`config.mk`:
```
export PLATFORM = sky130hd
export DESIGN_NAME = sawwave_generator
export DESIGN_NICKNAME = d
export VERILOG_FILES = /design/src/rtl/sawwave_generator.sv
export SDC_FILE = /design/constraint.sdc
export NUM_CORES = 1
export LEC_CHECK = 0
export ABC_AREA = 1
export BUFFER_PORTS_ARGS = -buffer_cell sky130_fd_sc_hd__buf_2
export CAP_MARGIN = 30
export CORE_ASPECT_RATIO = 0.75
export CORE_MARGIN = 8
export CORE_UTILIZATION = 40
export CTS_CLUSTER_DIAMETER = 80
export DETAILED_ROUTE_END_ITERATION = 8
export PLACE_DENSITY = 0.67
export SYNTH_ARGS = -nofsm -noshare
export SYNTH_HDL_FRONTEND = slang
export SYNTH_SLANG_ARGS = --single-unit
```
`constraint.sdc`:
```
create_clock -name sysclk -period 2.4 [get_ports sysclk]
set_input_delay 0.48 -clock sysclk [delete_from_list [all_inputs] [get_ports sysclk]]
set_output_delay 0.48 -clock sysclk [all_outputs]
set_load 0.1 [all_outputs]
```
`src/rtl/sawwave_generator.sv`:
```
// -----------------------------------------------------------------------------
// sawwave_generator
//   Digital sawtooth for a downstream PWM duty input. A 6-bit phase ramps
//   0..63 in unit steps and wraps to 0. Each step lasts
//   T = (Scale+1)*BASE_DIV sysclk cycles, gated by a run-enable switch.
//
// Ports
//   sysclk       in   1  system clock, all logic on the rising edge
//   Reset_n      in   1  asynchronous active-low reset
//   Scale        in   6  rate select, sampled every cycle
//   Enable_SW_1  in   1  run enable (already synchronised upstream)
//   Duty_Output  out  6  registered sawtooth sample
// -----------------------------------------------------------------------------
module sawwave_generator #(
   parameter int BASE_DIV = 64,   // cycles per step at Scale=0, >= 1
   parameter int PS_W     = 13    // must hold 64*BASE_DIV-1
) (
   input  logic       sysclk,
   input  logic       Reset_n,
   input  logic [5:0] Scale,
   input  logic       Enable_SW_1,
   output logic [5:0] Duty_Output
);

   logic [PS_W-1:0] ps_q, ps_d;
   logic [5:0]      duty_q, duty_d;
   logic [PS_W-1:0] tc;

   // Terminal count from the live Scale. Computed at PS_W bits so a Scale
   // change mid-step takes effect on the very next comparison.
   always_comb begin
      tc = ({{(PS_W-6){1'b0}}, Scale} + PS_W'(1)) * PS_W'(BASE_DIV) - PS_W'(1);
   end

   // Disable has priority over a terminal count landing on the same edge.
   // Using >= rather than == lets a shrinking Scale step immediately when the
   // prescaler is already past the new terminal count.
   always_comb begin
      ps_d   = ps_q;
      duty_d = duty_q;
      if (!Enable_SW_1) begin
         ps_d   = '0;
         duty_d = '0;
      end else if (ps_q >= tc) begin
         ps_d   = '0;
         duty_d = duty_q + 6'd1;   // natural 6-bit wrap 63 -> 0
      end else begin
         ps_d   = ps_q + PS_W'(1);
      end
   end

   always_ff @(posedge sysclk or negedge Reset_n) begin
      if (!Reset_n) begin
         ps_q   <= '0;
         duty_q <= '0;
      end else begin
         ps_q   <= ps_d;
         duty_q <= duty_d;
      end
   end

   assign Duty_Output = duty_q;

endmodule

```
* After elaboration in Yosys (flattened, before gate mapping)
Index checks and enable logic that the tools add are counted.
** Storage, ports and cells
- Bits in registers :: 19
- Latch bits :: 0
- Memory bits (writable) :: 0
- Bits in read-only memories :: 0
- Input bits :: 9
- Output and inout port bits :: 6
- Word-level logic and storage cells :: 12
- Memories kept :: 0
** Operators by class
- $add $sub $neg :: 4
- Multiply operators :: 0
- Div/mod/pow operators :: 0
- Order comparisons :: 1
- Eq/ne operators :: 1
- Shift-type cells :: 0
- Multiplexer cells :: 4
- Bitwise logic cells :: 0
- Reduce and logical (&&, ||, !) cells :: 0
** Operators by type and width (number)
- $mux W13 :: 2
- $add A13 B1 Y13 const B :: 1
- $ge A13 B13 Y1 :: 1
- $sub A13 B1 Y13 const B :: 1
- $mux W6 :: 2
- $add A6 B1 Y7 const B :: 1
- $add A6 B1 Y6 const B :: 1
- $ne A2 B1 Y1 const B :: 1

* Longest topological paths before layout
- Depth after elaboration :: 5
- Gate-level depth with buffers :: 17
- Depth with buffers taken out :: 17

* Worst setup path after synthesis
Ideal clock, no wire load.
- Kind :: input to register
- From :: in Scale[0]
- To :: reg ps_q[2]
- Library setup time :: 120 ps
- Data arrival time :: 2447 ps
- Required time :: 2280 ps
- Slack :: -167 ps
- Stages on the path :: 17
- Path buffers :: 1
- Cells stage by stage :: ha_1 -> nand3_1 -> xor2_1 -> inv_1 -> nor2_1 -> nand2_1 -> nand2_1 -> nand2_1 -> ha_1 -> nand2_1 -> nor2_1 -> nand2_1 -> o21ai_2 -> nor2_2 -> nand2_2 -> buf_6 -> nor2_1
** On the way
- Longest elaborated chain between the ends :: 5
** Ends and longest elaborated chain
- start, declared :: line 20 : input logic [5:0] Scale,
- $add A6 B1 Y7 :: line 32 : tc = ({{(PS_W-6){1'b0}}, Scale} + PS_W'(1)) * PS_W'(BASE_DIV) - PS_W'(1);
- $sub A13 B1 Y13 :: line 32
- $ge A13 B13 Y1 :: line 44 : end else if (ps_q >= tc) begin
- $mux W13 :: line 44
- $mux W13 :: line 41 : if (!Enable_SW_1) begin
- named net ps_d[2] :: line 25 : logic [PS_W-1:0] ps_q, ps_d;
- end signal, assigned :: line 57 : ps_q <= ps_d;
- end, declared :: line 25
The timed path passes the listed nets, and every way through them passes these cells.
A chain may end at the register's enable or synchronous reset.

* Worst setup path in the final report
- From :: in Scale[3]
- To :: reg duty_q[1], in the netlist Duty_Output[1]
** On the way
- Longest elaborated chain between the ends :: 4
** Ends and longest elaborated chain
- $add A6 B1 Y7 :: line 32
- $sub A13 B1 Y13 :: line 32
- $ge A13 B13 Y1 :: line 44
- $ne A2 B1 Y1 (no source line)
- end signal, assigned :: line 58 : duty_q <= duty_d;
- end, declared :: line 26 : logic [5:0] duty_q, duty_d;
Every way passes these cells.

==> tab_implementation.tex <==
\begin{tabular}{lr}
\hline
Metric & Value \\
\hline
\multicolumn{2}{l}{\textbf{Outcome}} \\
\quad Result of the run & complete, no violations \\
\multicolumn{2}{l}{\textbf{Clock tree}} \\
\quad Maximum number of buffers from clock root to sink & 2 \\
\quad Number of CTS-inserted buffers & 3 \\
\quad TritonCTS sink count & 19 \\
\quad Clock-pin slew on the worst setup and hold paths & 0.07 ns \\
\quad CTS hold repair buffers & 0 \\
\quad Level count of the clock H-tree & 1 \\
\quad Master cell of the clock root buffer & sky130\_fd\_sc\_hd\_\_clkbuf\_8 \\
\quad CTS tree & done \\
\quad Clock latency at the later pin of the worst-skew pair & 0.26 ns \\
\multicolumn{2}{l}{\textbf{Detailed routing}} \\
\quad Detail-routed net length per standard cell & 11.6 um \\
\quad Remaining routing DRC violations & 0 \\
\quad Via count & approximately 1.3k \\
\quad Total length of routed wires & 3140 um \\
\quad Number of vias per cell & 4.83 \\
\quad Antenna-violating nets left & 0 \\
\quad Drt first pass iters & 4 \\
\quad Drt initial violations & 60 \\
\multicolumn{2}{l}{\textbf{STA}} \\
\quad Worst Skew & 0.00231 ns \\
\quad Worst slew pin tran & roughly 0.49 ns \\
\quad Worst relative slew slack & 0.676 \\
\quad Sum of negative setup slack & 0 ns \\
\quad Fmax & 428 MHz \\
\quad Hold Vio Cnt, Final & 0 \\
\quad Setup repair after global routing missed its margin & yes \\
\quad Final worst-path cycle share & 0.973 \\
\quad Finish-stage setup viols & 0 \\
\quad Final Critical Period & 2.34 ns \\
\quad Final Slew Violations & 0 \\
\quad Worst hold margin & $\sim$0.15 ns \\
\multicolumn{2}{l}{\textbf{Floorplan}} \\
\quad Core ar. & 3360 um2 \\
\quad Initial cell density of the core & 0.425 \\
\quad Die Footprint & 5750 um2 \\
\quad Overall die width & 85.0 um \\
\quad \# IOs & 15 \\
\quad Vert. Die Dim & 67.7 um \\
\quad Standard-cell rows & 18 \\
\multicolumn{2}{l}{\textbf{Finish}} \\
\quad Signed area change from the synthesized netlist to the final layout & 32.2\% \\
\quad Antenna fix cells & 0 \\
\quad Count of fill cells added during filler insertion & 312 \\
\quad Final Net Count & between 200 and 300 \\
\quad Share of final-layout standard cells stronger than drive strength 1 & 0.306 \\
\multicolumn{2}{l}{\textbf{Place}} \\
\quad Final Wtd Congestion & between 0.8 and 0.9 \\
\quad Port Buffer Count & 14 \\
\quad Detailed Place HPWL & $\sim$2300 um \\
\multicolumn{2}{l}{\textbf{Logic synthesis}} \\
\quad Part of the Yosys area used for sequential elements & 0.333 \\
\quad Syn. warnings & 0 \\
\quad Post-Synthesis Mean Instance Area & $\sim$7.2 um2 \\
\quad Cell area after technology mapping & 1430 um2 \\
\quad Yosys top cell by area & sky130\_fd\_sc\_hd\_\_dfrtp\_1 \\
\quad Synth unique cells & 22 \\
\quad Synthesized netlist net count & 219 \\
\quad Seq cells post-synth & 19 \\
\quad Top cell type's share of synthesized area & 0.333 \\
\quad Mapped Cells & 199 \\
\quad Top cells by area, synth & sky130\_fd\_sc\_hd\_\_dfrtp\_1 (33\%), sky130\_fd\_sc\_hd\_\_nand2\_1 (12\%), sky130\_fd\_sc\_hd\_\_nand3\_1 (9.8\%) \\
\multicolumn{2}{l}{\textbf{Critical path}} \\
\quad Worst Setup End Kind & flop \\
\quad Category of the worst setup path launch point & input pin \\
\quad Library cell contributing the largest single delay on the critical path & sky130\_fd\_sc\_hd\_\_ha\_1 \\
\quad Worst setup path startpoint & Scale[3] \\
\quad Worst reg2reg path startpoint & ps\_q[10] \\
\quad Crit Path Category & input pin to flop \\
\quad Worst-path cell chain & buf\_4 -> nand4\_1 -> buf\_4 -> o21bai\_1 -> nand2\_2 -> xnor2\_2 -> ha\_1 -> nand2\_4 -> inv\_2 -> a21oi\_2 -> nand2\_2 -> nor2\_4 -> buf\_6 -> nand3\_2 -> nand2\_1 \\
\quad R2R Setup Slk & 0.72 ns \\
\quad Signal arrival time at the worst endpoint & $\sim$2.5 ns \\
\quad CP required & 2.60 ns \\
\quad Maximum cell stage delay along the critical path & 0.32 ns \\
\quad Worst-path maximum fanout & 4 \\
\quad Count of cells along the worst register-to-register path & 9 \\
\quad End of the worst register-to-register path & Duty\_Output[1] \\
\multicolumn{2}{l}{\textbf{GRT}} \\
\quad Combined global-route utilization of all metal layers & 0.107 \\
\quad Grt total ovfl & 0 \\
\quad Pin count of the biggest net entering global routing & 20 \\
\quad Vias in the first global route & 1168 \\
\quad First-pass GRT wire length & 5030 um \\
\quad Number of antenna violations at the first check in global routing & 0 \\
\multicolumn{2}{l}{\textbf{Job}} \\
\quad MaxCap Viol Count & 0 \\
\multicolumn{2}{l}{\textbf{Pwr}} \\
\quad PD cells & 348 nW/um2 \\
\quad Peak VDD IR & 0.271 mV \\
\quad Cell leakage power & 0.949 nW \\
\multicolumn{2}{l}{\textbf{Worst hold path}} \\
\quad Class of the worst hold path & input pin to asynchronous set/reset pin \\
\hline
\end{tabular}
[state kept, by name, summed over array words and instances (netlist names)]
name	count
ps_q	13
Duty_Output	6
[synth_stat cells]
master                      n
sky130_fd_sc_hd__xor2_1     9
sky130_fd_sc_hd__nor2_4     1
sky130_fd_sc_hd__or2_2      1
sky130_fd_sc_hd__xnor2_1    7
sky130_fd_sc_hd__nand2_2    3
sky130_fd_sc_hd__inv_1     29
sky130_fd_sc_hd__nand2_1   45
sky130_fd_sc_hd__ha_1      11
sky130_fd_sc_hd__nand2_4    1
sky130_fd_sc_hd__a21oi_1    1
sky130_fd_sc_hd__o21ai_2    1
sky130_fd_sc_hd__dfrtp_1   19
sky130_fd_sc_hd__nor2_2     2
sky130_fd_sc_hd__nand3_1   28
sky130_fd_sc_hd__nand4_1    2
sky130_fd_sc_hd__a21o_1     1
sky130_fd_sc_hd__o21bai_1   1
sky130_fd_sc_hd__nor3_1     2
sky130_fd_sc_hd__nand3b_1   1
sky130_fd_sc_hd__buf_6      1
sky130_fd_sc_hd__buf_2      1
sky130_fd_sc_hd__nor2_1    32
[cells by family (layout without fill, tap and decap cells)]
kind of cell | after synthesis | after routing | share of synthesized area
flip-flops | 19 | 19 | 0.333
AND/OR/NAND/NOR | 118 | 119 | 0.364
adder cells (fa/ha/maj) | 11 | 11 | 0.0965
buffers and inverters | 31 | 63 | 0.0877
AO/OA/AOI/OAI | 4 | 4 | 0.0202
XOR/XNOR | 16 | 16 | 0.0982
[placed cells by master, fill, tap and decap left out, types with 3 or more instances in the layout]
cell | synthesis | final
sky130_fd_sc_hd__ha_1 | 11 | 9
sky130_fd_sc_hd__xor2_1 | 9 | 8
sky130_fd_sc_hd__xnor2_1 | 7 | 4
sky130_fd_sc_hd__inv_1 | 29 | 28
sky130_fd_sc_hd__buf_4 | 0 | 15
sky130_fd_sc_hd__nor2_4 | 1 | 3
sky130_fd_sc_hd__nand3_1 | 28 | 25
sky130_fd_sc_hd__clkbuf_8 | 0 | 3
sky130_fd_sc_hd__nand2_2 | 3 | 7
sky130_fd_sc_hd__buf_6 | 1 | 4
sky130_fd_sc_hd__nand2_1 | 45 | 39
sky130_fd_sc_hd__nor2_1 | 32 | 21
sky130_fd_sc_hd__nand2_4 | 1 | 4
sky130_fd_sc_hd__xnor2_2 | 0 | 3
sky130_fd_sc_hd__buf_2 | 1 | 10
sky130_fd_sc_hd__dfrtp_1 | 19 | 19
sky130_fd_sc_hd__nor2_2 | 2 | 11
[where the power goes]
| part | internal (mW) | switching [mW] | total, mW |
|---|---|---|---|
| logic | 0.0499 | 0.0578 | 0.108 |
| registers | 0.324 | 0.00393 | 0.328 |
| clock network | 0.118 | 0.102 | 0.220 |
[through the flow]
step / power, mW / util / instance area (um2) / setup WS, ns / instances
after floorplan: 0.380 / - / 1460 / 0.00934 / 199
after global placement: 0.416 / 0.497 / 1670 / -0.262 / 265
after detailed placement: 0.418 / 0.497 / 1670 / -0.336 / 265
after CTS: 0.644 / 0.513 / 1720 / 0.00317 / 269
after global routing: 0.689 / 0.562 / 1890 / -0.0877 / 272
final: 0.656 / 0.562 / 1890 / 0.0639 / 272
[area by class of cell]
class,count,area [um2],area share
Timing Repair Buffer,30,223,0.118
Tap cell,40,50.0,0.0265
Sequential cell,19,475,0.252
Multi-Input combinational cell,150,983,0.522
Clock buffer,4,45.0,0.0239
Inverter,29,109,0.0577
[routing by layer]
layer	vias up	share of wire	wire length, um	track usage
met5	-	0	0	0
met4	0	0	0	0.0199
met3	0	0.036	113	0.0303
li1	692	-	-	-
met1	607	0.50	1560	0.145
met2	16	0.47	1470	0.168
[how the worst max path moves through the flow]
| stage | slack (ns) | to |
|---|---|---|
| 6_report | 0.06 | Duty_Output[1] |
| 5_1_grt | -0.09 | Duty_Output[0] |
| 4_1_cts | 0.003 | Duty_Output[0] |
| 3_5_place_dp | -0.34 | ps_q[9] |
| 3_3_place_gp | -0.26 | ps_q[12] |
| 2_1_floorplan | 0.009 | ps_q[2] |
[critical path, delay by kind of cell]
family	cells	cell delay, ns
compound gates	2	0.27
fa+ha+maj	1	0.32
buf+inv	4	0.48
xor+xnor	1	0.13
simple gates	7	0.82
[timing repair]
| item | 4_1_cts | 5_1_grt |
|---|---|---|
| cloned | 0 | 1 |
| setup endpoints to repair | 18 | 19 |
| buffers inserted | 0 | 2 |
| pin swaps | 0 | 18 |
| gates resized for setup | 2 | 39 |
Power figures use the tool's default switching activity.
